==> config.mk <==
export PLATFORM = sky130hd
export DESIGN_NAME = kernel_run_ctrl_flat
export DESIGN_NICKNAME = d
export VERILOG_FILES = /design/src/rtl/kernel_run_ctrl_if.sv /design/src/rtl/kernel_run_ctrl.sv /design/src/flat_wrapper.sv
export SDC_FILE = /design/constraint.sdc
export NUM_CORES = 1
export LEC_CHECK = 0
export ABC_AREA = 1
export CAP_MARGIN = 20
export CORE_MARGIN = 10
export CORE_UTILIZATION = 58
export CTS_BUF_LIST = sky130_fd_sc_hd__clkbuf_16
export DETAILED_ROUTE_END_ITERATION = 7
export HOLD_SLACK_MARGIN = 0.15
export PLACE_DENSITY = 0.81
export SLEW_MARGIN = 0
export SYNTH_ARGS = -nofsm -noshare
export SYNTH_HDL_FRONTEND = slang
export SYNTH_SLANG_ARGS = --single-unit
export TNS_END_PERCENT = 30
==> constraint.sdc <==
create_clock -name ap_clk -period 6.13 [get_ports ap_clk]
set_input_delay 0.9195 -clock ap_clk [delete_from_list [all_inputs] [get_ports ap_clk]]
set_output_delay 0.9195 -clock ap_clk [all_outputs]
set_load 0.01 [all_outputs]
==> src/rtl/kernel_run_ctrl_if.sv <==
// -----------------------------------------------------------------------------
// kernel_run_ctrl_if
// Block-level ap_ctrl_hs handshake between the run sequencer and an HLS kernel.
//   ap_start : sequencer -> kernel, start request (held until ap_ready)
//   ap_ready : kernel -> sequencer, inputs accepted
//   ap_done  : kernel -> sequencer, single-cycle run-complete pulse
// Modports: master = sequencer side, slave = kernel side.
// -----------------------------------------------------------------------------
interface kernel_run_ctrl_if;
    logic ap_start;
    logic ap_ready;
    logic ap_done;

    modport master (
        output ap_start,
        input  ap_ready,
        input  ap_done
    );

    modport slave (
        input  ap_start,
        output ap_ready,
        output ap_done
    );
endinterface

==> src/rtl/kernel_run_ctrl.sv <==
// -----------------------------------------------------------------------------
// kernel_run_ctrl
// Run sequencer for an ap_ctrl_hs HLS kernel inside the power-measurement
// wrapper. A rising VIO start probe launches a session of back-to-back kernel
// runs separated by a programmable idle gap; each completed run advances the
// dataset index, strobes a RAM bank swap and records run latency.
//
// Ports
//   ap_clk, ap_rst : clock (rising edge), asynchronous active-high reset
//   probe_start    : session request level from VIO (asynchronous)
//   ctrl           : ap_start / ap_ready / ap_done handshake (master modport)
//   dataset_idx    : dataset presented to the kernel RAMs
//   ds_swap        : one-cycle bank-swap strobe, one cycle after ap_done
//   run_cnt        : runs completed in this session (saturating)
//   last_latency   : cycle count of the most recent run
//   max_latency    : largest run latency in this session
//   busy           : session in progress (START / WAIT_DONE / GAP)
//   all_done       : session finished, waiting for probe_start to fall
// -----------------------------------------------------------------------------
module kernel_run_ctrl #(
    parameter int unsigned RUN_NUM     = 1024,
    parameter int unsigned DATASET_NUM = 8,
    parameter int unsigned GAP_CYCLES  = 4,
    parameter int unsigned CNT_WIDTH   = 32,
    localparam int unsigned DS_W       = $clog2(DATASET_NUM)
) (
    input  logic                  ap_clk,
    input  logic                  ap_rst,
    input  logic                  probe_start,
    kernel_run_ctrl_if.master     ctrl,
    output logic [DS_W-1:0]       dataset_idx,
    output logic                  ds_swap,
    output logic [15:0]           run_cnt,
    output logic [CNT_WIDTH-1:0]  last_latency,
    output logic [CNT_WIDTH-1:0]  max_latency,
    output logic                  busy,
    output logic                  all_done
);

    typedef enum logic [2:0] {
        S_IDLE      = 3'd0,
        S_START     = 3'd1,
        S_WAIT_DONE = 3'd2,
        S_GAP       = 3'd3,
        S_FINISH    = 3'd4
    } state_t;

    // Gap counter value on which the GAP decision is taken; a zero gap still
    // spends one cycle in GAP.
    localparam int unsigned GAP_LAST = (GAP_CYCLES == 32'd0) ? 32'd0 : GAP_CYCLES - 32'd1;

    function automatic logic [CNT_WIDTH-1:0] lat_sat_inc(input logic [CNT_WIDTH-1:0] v);
        lat_sat_inc = (v == {CNT_WIDTH{1'b1}}) ? v : v + CNT_WIDTH'(1);
    endfunction

    function automatic logic [15:0] run_sat_inc(input logic [15:0] v);
        run_sat_inc = (v == 16'hFFFF) ? v : v + 16'd1;
    endfunction

    function automatic logic [DS_W-1:0] ds_wrap_inc(input logic [DS_W-1:0] v);
        ds_wrap_inc = (v == DS_W'(DATASET_NUM - 32'd1)) ? {DS_W{1'b0}} : v + DS_W'(1);
    endfunction

    state_t                 state_r, state_nx_s;
    logic                   sync1_r, sync2_r, sync_prev_r;
    logic [1:0]             fill_r;
    logic                   go_s, stop_s, in_run_s, done_acc_s, start_entry_s;
    logic                   gap_last_s, run_limit_s, stop_seen_r;
    logic [31:0]            gap_cnt_r;
    logic [CNT_WIDTH-1:0]   lat_cnt_r, lat_nx_s, last_lat_r, max_lat_r;
    logic [DS_W-1:0]        dataset_idx_r;
    logic [15:0]            run_cnt_r;
    logic                   ap_start_r, ds_swap_r, busy_r, all_done_r;

    // Probe synchronizer plus edge-detect copy. The copy is held high until the
    // synchronizer has refilled after reset, so a probe left high across reset
    // is not mistaken for a new request.
    always_ff @(posedge ap_clk or posedge ap_rst) begin
        if (ap_rst) begin
            sync1_r     <= 1'b0;
            sync2_r     <= 1'b0;
            fill_r      <= 2'b00;
            sync_prev_r <= 1'b1;
        end else begin
            sync1_r     <= probe_start;
            sync2_r     <= sync1_r;
            fill_r      <= {fill_r[0], 1'b1};
            sync_prev_r <= sync2_r | ~fill_r[1];
        end
    end

    assign go_s          = sync2_r & ~sync_prev_r;
    assign stop_s        = ~sync2_r;
    assign in_run_s      = (state_r == S_START) || (state_r == S_WAIT_DONE);
    assign done_acc_s    = in_run_s && ctrl.ap_done;
    assign start_entry_s = (state_nx_s == S_START) && (state_r != S_START);
    assign gap_last_s    = (gap_cnt_r == GAP_LAST);
    assign run_limit_s   = (RUN_NUM != 32'd0) && ({16'd0, run_cnt_r} == RUN_NUM);
    assign lat_nx_s      = lat_sat_inc(lat_cnt_r);

    // Next-state decode for the session FSM.
    always_comb begin
        state_nx_s = state_r;
        case (state_r)
            S_IDLE: begin
                if (go_s) state_nx_s = S_START;
                else      state_nx_s = S_IDLE;
            end
            S_START: begin
                // A done in START (with or without ready) ends the run directly.
                if (ctrl.ap_done)       state_nx_s = S_GAP;
                else if (ctrl.ap_ready) state_nx_s = S_WAIT_DONE;
                else                    state_nx_s = S_START;
            end
            S_WAIT_DONE: begin
                if (ctrl.ap_done) state_nx_s = S_GAP;
                else              state_nx_s = S_WAIT_DONE;
            end
            S_GAP: begin
                if (gap_last_s) begin
                    if (run_limit_s || stop_seen_r || stop_s) state_nx_s = S_FINISH;
                    else                                       state_nx_s = S_START;
                end else begin
                    state_nx_s = S_GAP;
                end
            end
            S_FINISH: begin
                if (stop_s) state_nx_s = S_IDLE;
                else        state_nx_s = S_FINISH;
            end
            default: state_nx_s = S_IDLE;
        endcase
    end

    // State register and state-decoded outputs, registered from the next state
    // so they change on the same edge as the state.
    always_ff @(posedge ap_clk or posedge ap_rst) begin
        if (ap_rst) begin
            state_r    <= S_IDLE;
            ap_start_r <= 1'b0;
            busy_r     <= 1'b0;
            all_done_r <= 1'b0;
        end else begin
            state_r    <= state_nx_s;
            ap_start_r <= (state_nx_s == S_START);
            busy_r     <= (state_nx_s == S_START) || (state_nx_s == S_WAIT_DONE) ||
                          (state_nx_s == S_GAP);
            all_done_r <= (state_nx_s == S_FINISH);
        end
    end

    // Gap timer, run latency counter and the sticky stop flag for the current run.
    always_ff @(posedge ap_clk or posedge ap_rst) begin
        if (ap_rst) begin
            gap_cnt_r   <= 32'd0;
            lat_cnt_r   <= {CNT_WIDTH{1'b0}};
            stop_seen_r <= 1'b0;
        end else begin
            gap_cnt_r <= (state_r == S_GAP) ? gap_cnt_r + 32'd1 : 32'd0;
            if (start_entry_s)  lat_cnt_r <= {CNT_WIDTH{1'b0}};
            else if (in_run_s)  lat_cnt_r <= lat_nx_s;
            if (start_entry_s)                      stop_seen_r <= 1'b0;
            else if ((state_r != S_IDLE) && stop_s) stop_seen_r <= 1'b1;
        end
    end

    // Per-run bookkeeping. The captured latency includes the done cycle itself.
    always_ff @(posedge ap_clk or posedge ap_rst) begin
        if (ap_rst) begin
            ds_swap_r     <= 1'b0;
            dataset_idx_r <= {DS_W{1'b0}};
            run_cnt_r     <= 16'd0;
            last_lat_r    <= {CNT_WIDTH{1'b0}};
            max_lat_r     <= {CNT_WIDTH{1'b0}};
        end else begin
            ds_swap_r <= done_acc_s;
            if ((state_r == S_IDLE) && go_s) begin
                dataset_idx_r <= {DS_W{1'b0}};
                run_cnt_r     <= 16'd0;
                last_lat_r    <= {CNT_WIDTH{1'b0}};
                max_lat_r     <= {CNT_WIDTH{1'b0}};
            end else if (done_acc_s) begin
                dataset_idx_r <= ds_wrap_inc(dataset_idx_r);
                run_cnt_r     <= run_sat_inc(run_cnt_r);
                last_lat_r    <= lat_nx_s;
                max_lat_r     <= (lat_nx_s > max_lat_r) ? lat_nx_s : max_lat_r;
            end
        end
    end

    assign ctrl.ap_start = ap_start_r;
    assign dataset_idx   = dataset_idx_r;
    assign ds_swap       = ds_swap_r;
    assign run_cnt       = run_cnt_r;
    assign last_latency  = last_lat_r;
    assign max_latency   = max_lat_r;
    assign busy          = busy_r;
    assign all_done      = all_done_r;

endmodule
==> src/flat_wrapper.sv <==
// flat-port wrapper written by rule: the top's interface ports become plain ports
module kernel_run_ctrl_flat 
#(
    parameter int unsigned RUN_NUM     = 1024,
    parameter int unsigned DATASET_NUM = 8,
    parameter int unsigned GAP_CYCLES  = 4,
    parameter int unsigned CNT_WIDTH   = 32,
    localparam int unsigned DS_W       = $clog2(DATASET_NUM)
)
  (ap_clk, ap_rst, probe_start, dataset_idx, ds_swap, run_cnt, last_latency, max_latency, busy, all_done, ctrl_ap_start, ctrl_ap_ready, ctrl_ap_done);
  kernel_run_ctrl_if ctrl_i ();
  input  logic ap_clk;
  input  logic ap_rst;
  input  logic probe_start;
  output logic [DS_W-1:0] dataset_idx;
  output logic ds_swap;
  output logic [15:0] run_cnt;
  output logic [CNT_WIDTH-1:0] last_latency;
  output logic [CNT_WIDTH-1:0] max_latency;
  output logic busy;
  output logic all_done;
  output wire logic [$bits(ctrl_i.ap_start)-1:0] ctrl_ap_start;
  input wire logic [$bits(ctrl_i.ap_ready)-1:0] ctrl_ap_ready;
  input wire logic [$bits(ctrl_i.ap_done)-1:0] ctrl_ap_done;
  assign ctrl_ap_start = ctrl_i.ap_start;
  assign ctrl_i.ap_ready = ctrl_ap_ready;
  assign ctrl_i.ap_done = ctrl_ap_done;
  kernel_run_ctrl #(.RUN_NUM(RUN_NUM), .DATASET_NUM(DATASET_NUM), .GAP_CYCLES(GAP_CYCLES), .CNT_WIDTH(CNT_WIDTH)) u_core (.ap_clk(ap_clk), .ap_rst(ap_rst), .probe_start(probe_start), .ctrl(ctrl_i), .dataset_idx(dataset_idx), .ds_swap(ds_swap), .run_cnt(run_cnt), .last_latency(last_latency), .max_latency(max_latency), .busy(busy), .all_done(all_done));
endmodule
# Word-level counts from Yosys, hierarchy flattened
# Cells that the tools add are included.
[totals] word_cells=83 regBits=160 out_inout_bits=87 inputBits=5
[op_classes] magnitude_cmp=1 eq_ne=15 bitwise=5 n_addsub=4 reduce_logical=17 muxes=25
[ops] op="$mux W32" n=9
[ops] op="$add A32 B1 Y32 const B" n=2
[ops] op="$mux W16" n=3
[ops] op="$eq A32 B2 Y1 const B" n=1
[ops] op="$eq A32 B32 Y1 const B" n=1
[ops] op="$gt A32 B32 Y1" n=1
[ops] op="$mux W3" n=7
[ops] op="$add A16 B1 Y16 const B" n=1
[ops] op="$eq A16 B11 Y1 const B" n=1
[ops] op="$eq A16 B16 Y1 const B" n=1
[ops] op="$pmux W3 S5" n=1
[ops] op="$eq A3 B2 Y1 const B" n=4
[ops] op="$eq A3 B3 Y1 const B" n=3
[ops] op="$reduce_bool A2 Y1" n=4
[ops] op="$eq A3 B1 Y1 const B" n=2
[ops] op="$logic_or A1 B1 Y1" n=5
[ops] op="$logic_and A1 B1 Y1" n=4
[ops] op="$mux W1" n=4
[ops] op="$reduce_and A2 Y1" n=2
[ops] op="$add A3 B1 Y3 const B" n=1
[ops] op="$logic_not A3 Y1" n=1
[ops] op="$ne A3 B1 Y1 const B" n=1
[ops] op="$not A1 Y1" n=3
[ops] op="$reduce_bool A3 Y1" n=1
[ops] op="other kinds (4)" n=4

# Depth between registers and ports, before layout
[logic_depth] word_depth=9 mapped_depth=25 depth_no_buf=23

# Worst setup path before layout
# Ideal clock, no wire load.
[synth_timing] path_kind="reg-to-reg" from="reg u_core.lat_cnt_r[0]" to="reg u_core.max_lat_r[21] (netlist: u_core.max_latency[21])" stages_incl_launch_ff=25 setup_slack_ns=3.138 t_arrival_ns=2.926 setup_time_ns=0.066 t_required_ns=6.064 synth_period_minus_slack_ns=2.992 n_path_buf=2 cell_sequence="dfrtp_1 -> ha_1 -> nand2_2 -> nor2_4 -> nand2_4 -> nor2_4 -> nand2_2 -> buf_6 -> o21ai_0 -> inv_1 -> ha_1 -> nand2_1 -> nand2_1 -> nand2_1 -> nand2_1 -> nand2_1 -> nand2_1 -> nand2_1 -> nand2_1 -> nand2_1 -> nand2_1 -> nand2_1 -> clkbuf_1 -> nand3_1 -> nand2_1"
[synth_between] elab_chain_len=5 word_cells_on_any_way=9 cone_classes="1 x add/sub; 1 x order compare; 1 x eq/ne; 4 x mux; 2 x reduce/logical"
[synth_lines] item="start, declared" line_no="kernel_run_ctrl.sv:70" text="logic [CNT_WIDTH-1:0] lat_cnt_r, lat_nx_s, last_lat_r, max_lat_r;"
[synth_lines] item="start signal, assigned" line_no="kernel_run_ctrl.sv:156" text="lat_cnt_r <= {CNT_WIDTH{1'b0}};"
[synth_lines] item="start signal, assigned" line_no="kernel_run_ctrl.sv:160" text="if (start_entry_s) lat_cnt_r <= {CNT_WIDTH{1'b0}};"
[synth_lines] item="start signal, assigned" line_no="kernel_run_ctrl.sv:161" text="else if (in_run_s) lat_cnt_r <= lat_nx_s;"
[synth_lines] item="$add A32 B1 Y32 or $eq A32 B32 Y1 (tied branches)" line_no="kernel_run_ctrl.sv:53" text="lat_sat_inc = (v == {CNT_WIDTH{1'b1}}) ? v : v + CNT_WIDTH'(1);"
[synth_lines] item="$mux W32 *" line_no="kernel_run_ctrl.sv:53"
[synth_lines] item="$gt A32 B32 Y1 or $mux W32 (tied branches)" line_no="kernel_run_ctrl.sv:186" text="max_lat_r <= (lat_nx_s > max_lat_r) ? lat_nx_s : max_lat_r;"
[synth_lines] item="$reduce_bool A2 Y1 (no source line) or $mux W32 (tied branches)"
[synth_lines] item="$reduce_and A2 Y1 (no source line) or $mux W32 (tied branches)"
[synth_lines] item="end signal, assigned" line_no="kernel_run_ctrl.sv:174" text="max_lat_r <= {CNT_WIDTH{1'b0}};"
[synth_lines] item="end signal, assigned" line_no="kernel_run_ctrl.sv:181" text="max_lat_r <= {CNT_WIDTH{1'b0}};"
[synth_lines] item="end signal, assigned" line_no="kernel_run_ctrl.sv:186"
[synth_lines] item="end, declared" line_no="kernel_run_ctrl.sv:70"
# Mark *: on every way between the ends. The rest lies on a longest branch, timed or not. The select of a mux whose other input is x is not followed.
# A chain may end at the register's enable or synchronous reset.

# Worst setup path in the final report
[layout_timing] from="reg u_core.lat_cnt_r[0]" to="reg u_core.max_lat_r[11] (netlist: u_core.max_latency[11])"
# The elaborated chain is that of the path after synthesis.

==> metrics.txt <==
outcome complete, no violations; Skew-Pair Late Insertion Delay 0.44 ns; Register Area 0.00401 sq mm; most common cell after layout, fill and taps aside nand2_1; total power 6.11 mW; cells after synthesis 1,292; most frequent cells in the layout nand2_1, dfrtp_1, nand3_1; LEAKAGE 5.34 nW; CTS sink count 160; grt total ovfl 0; CTS tree yes; First-pass DRT Iterations 6; Synth area leader dfrtp_1; CTS root buf clkbuf_16; # DRC 0; Tcrit/Tclk final 65.6%; register area share after synthesis 42.3%; synthesized net count 1,335; post-synthesis async set-or-reset flop share 100%; largest cells by area after synthesis dfrtp_1, nand2_1, nand3_1; Seq cells post-synth 160; fin. max-slew vios 0; Clock transition at path regs 0.07 ns; Tmin final 4.02 ns; kind of critical path flip-flop to flip-flop; Synthesis Warnings 0; CP Data Arrival Time 4.40 ns; Buffers on Ports 91; largest net degree at the start of global routing 113; dpl cells 1,561; starting density of the core 59.4%; worst slew pin tran 0.979 ns; Initial DRC Count 890; die height 148 microns; RSZ-0062 raised after global routing false; final setup vio count 0; synth unique cells 44; routed len/inst 16.4 microns; io pins 92; Nets 1,411; Mean Syn Cell Area 7.33 sq um; skew final 0.00942 ns; setup tns final 0 ns; Die Span X 148 microns; Multi-input gate area 0.00474 sq mm; CP endpoint kind flip-flop; GPL Wtd Cong 0.965; initial antenna violation count 0; final instance area 0.0111 sq mm; Synth Cell Area 0.00947 sq mm; share of the synthesized area in the top cell type 42.0%; n_diodes 0; fin cells 1,597; EDFF count, synth 0; Synth-to-Final Area Change 17.5%; Routed WL 26,200 microns; die area 0.0218 sq mm; setup repair bufs after CTS 0; Worst IR Drop VDD 709 uV; WHS 0.348 ns; filler instances 1,344; Startpoint Class flip-flop; FMAX 0.249 GHz; share of layout cells above drive strength 1 6.52%; maxcap violations 0; ys flop type dfrtp_1; total core area 0.0159 sq mm; Vias 8,939; Worst Path Max Fanout 33; vias in the first global route 8,346; first-pass GRT wire length 42,600 microns; Hold Path Class flip-flop to flip-flop; post-CTS sizing 0; Worst Path Required 6.51 ns; Inserted Clock Buffers 17; Max-slew headroom 34.3%; GR Util All Layers 23.7%; Detailed Place HPWL 18,600 microns; floorplan row count 46; hold_buf cts 0; CTS H-Tree Depth 4; Max Root-Sink Buffers 2; DRT antenna net count 0; routed vias/inst 5.60; Hold Vio Cnt, Final 0; Placed Area 0.0105 sq mm; pwr/cell area 549 mW/mm^2
path summary, 6_finish.rpt:
check | from | endpoint | slack, ns | cells past startpoint
worst min-delay path | u_core.fill_r[0] | u_core.fill_r[1] | 0.35 | 0
max in group asynchronous | ap_rst | u_core.gap_cnt_r[21] | 3.94 | 4
worst min register to register | u_core.fill_r[0] | u_core.fill_r[1] | 0.35 | 0
worst max-delay path | u_core.lat_cnt_r[0] | u_core.max_latency[11] | 2.11 | 19
worst max register to register | u_core.lat_cnt_r[0] | u_core.max_latency[11] | 2.11 | 19
min in group asynchronous | ap_rst | u_core.last_latency[9] | 0.81 | 2
metrics by stage:
stage,worst slack (ns),util (%)
after detailed placement,1.43,65.6
after CTS,1.37,69.2
after global placement,1.60,65.6
after global routing,1.83,69.8
after floorplan,0.892,-
final,2.11,69.8
area by class of cell:
| type | instances | area share (%) |
|---|---|---|
| clock buffers | 17 | 3.82 |
| clock inverters | 15 | 1.35 |
| inverters | 127 | 4.33 |
| multi-input cells | 961 | 42.6 |
| flip-flops and latches | 160 | 36.0 |
| well taps | 216 | 2.43 |
| repair buffers | 101 | 9.45 |
cell families after synthesis:
kind of cell,synth area share [%]
and+or+nand+nor,36.4
xor gates and xnor gates,3.05
buffers and inverters,7.60
other,0.0396
adders and majority gates,5.02
DFF,42.3
AOI/OAI and AO/OA,5.55
registers in the layout (all words and copies together), names as in the netlist, 2 cells and up:
signal	flops
u_core.dataset_idx	3
u_core.fill_r	2
u_core.gap_cnt_r	32
u_core.last_latency	32
u_core.lat_cnt_r	32
u_core.max_latency	32
u_core.run_cnt	16
u_core.state_r	3
power by group:
| part | switching, mW | internal [mW] |
|---|---|---|
| clock | 0.479 | 0.571 |
| combinational | 2.17 | 1.17 |
| sequential | 0.323 | 1.39 |
| total | 2.97 | 3.14 |
cells in the mapped netlist, types with 2 or more instances:
master      n
o31ai_1     3
buf_2      14
nand3_1   144
nor3_2      2
o21ai_0    20
clkbuf_1   14
a21o_1      2
or2_2       3
nand2_1   428
nor2_1    137
buf_6       7
o21ai_1     6
nor4_1      3
xor2_1     18
inv_2       3
nand2_2    10
buf_1       7
nor2_4      3
a21oi_2    17
xnor2_1    15
ha_1       38
o21a_1      4
clkinv_1    2
nand4_1    31
a21oi_1    26
nor2_2      2
nand2_4     2
inv_1     122
dfrtp_1   159
nor3_1     34
buf_4       2
and3_1      2
metal layers:
layer  vias to the layer above  wire, microns  part of all wire, %  track usage (%)
met5                         -              0                    0                0
met4                         0            528                  2.0             7.58
met3                        42           1990                  7.6             5.31
met2                       380          12500                   48             38.7
met1                      4209          11200                   43             30.7
li1                       4308              -                    -                -
worst max-delay path, stage by stage (launching register included):
cell     delay, ns
dfrtp_1       0.45
ha_1          0.30
nand2_2       0.12
nor2_4        0.06
nand2_4       0.10
nor2_4        0.05
nand2_2       0.34
buf_12        0.26
nand2_1       0.12
ha_1          0.32
nand2_1       0.07
nor2_1        0.21
nand4_1       0.11
nor2_1        0.25
a21oi_2       0.09
buf_4         0.25
nand2_1       0.39
buf_16        0.22
nand3_1       0.11
nand2_1       0.09
Note: power is estimated with default switching activity, not from simulation.
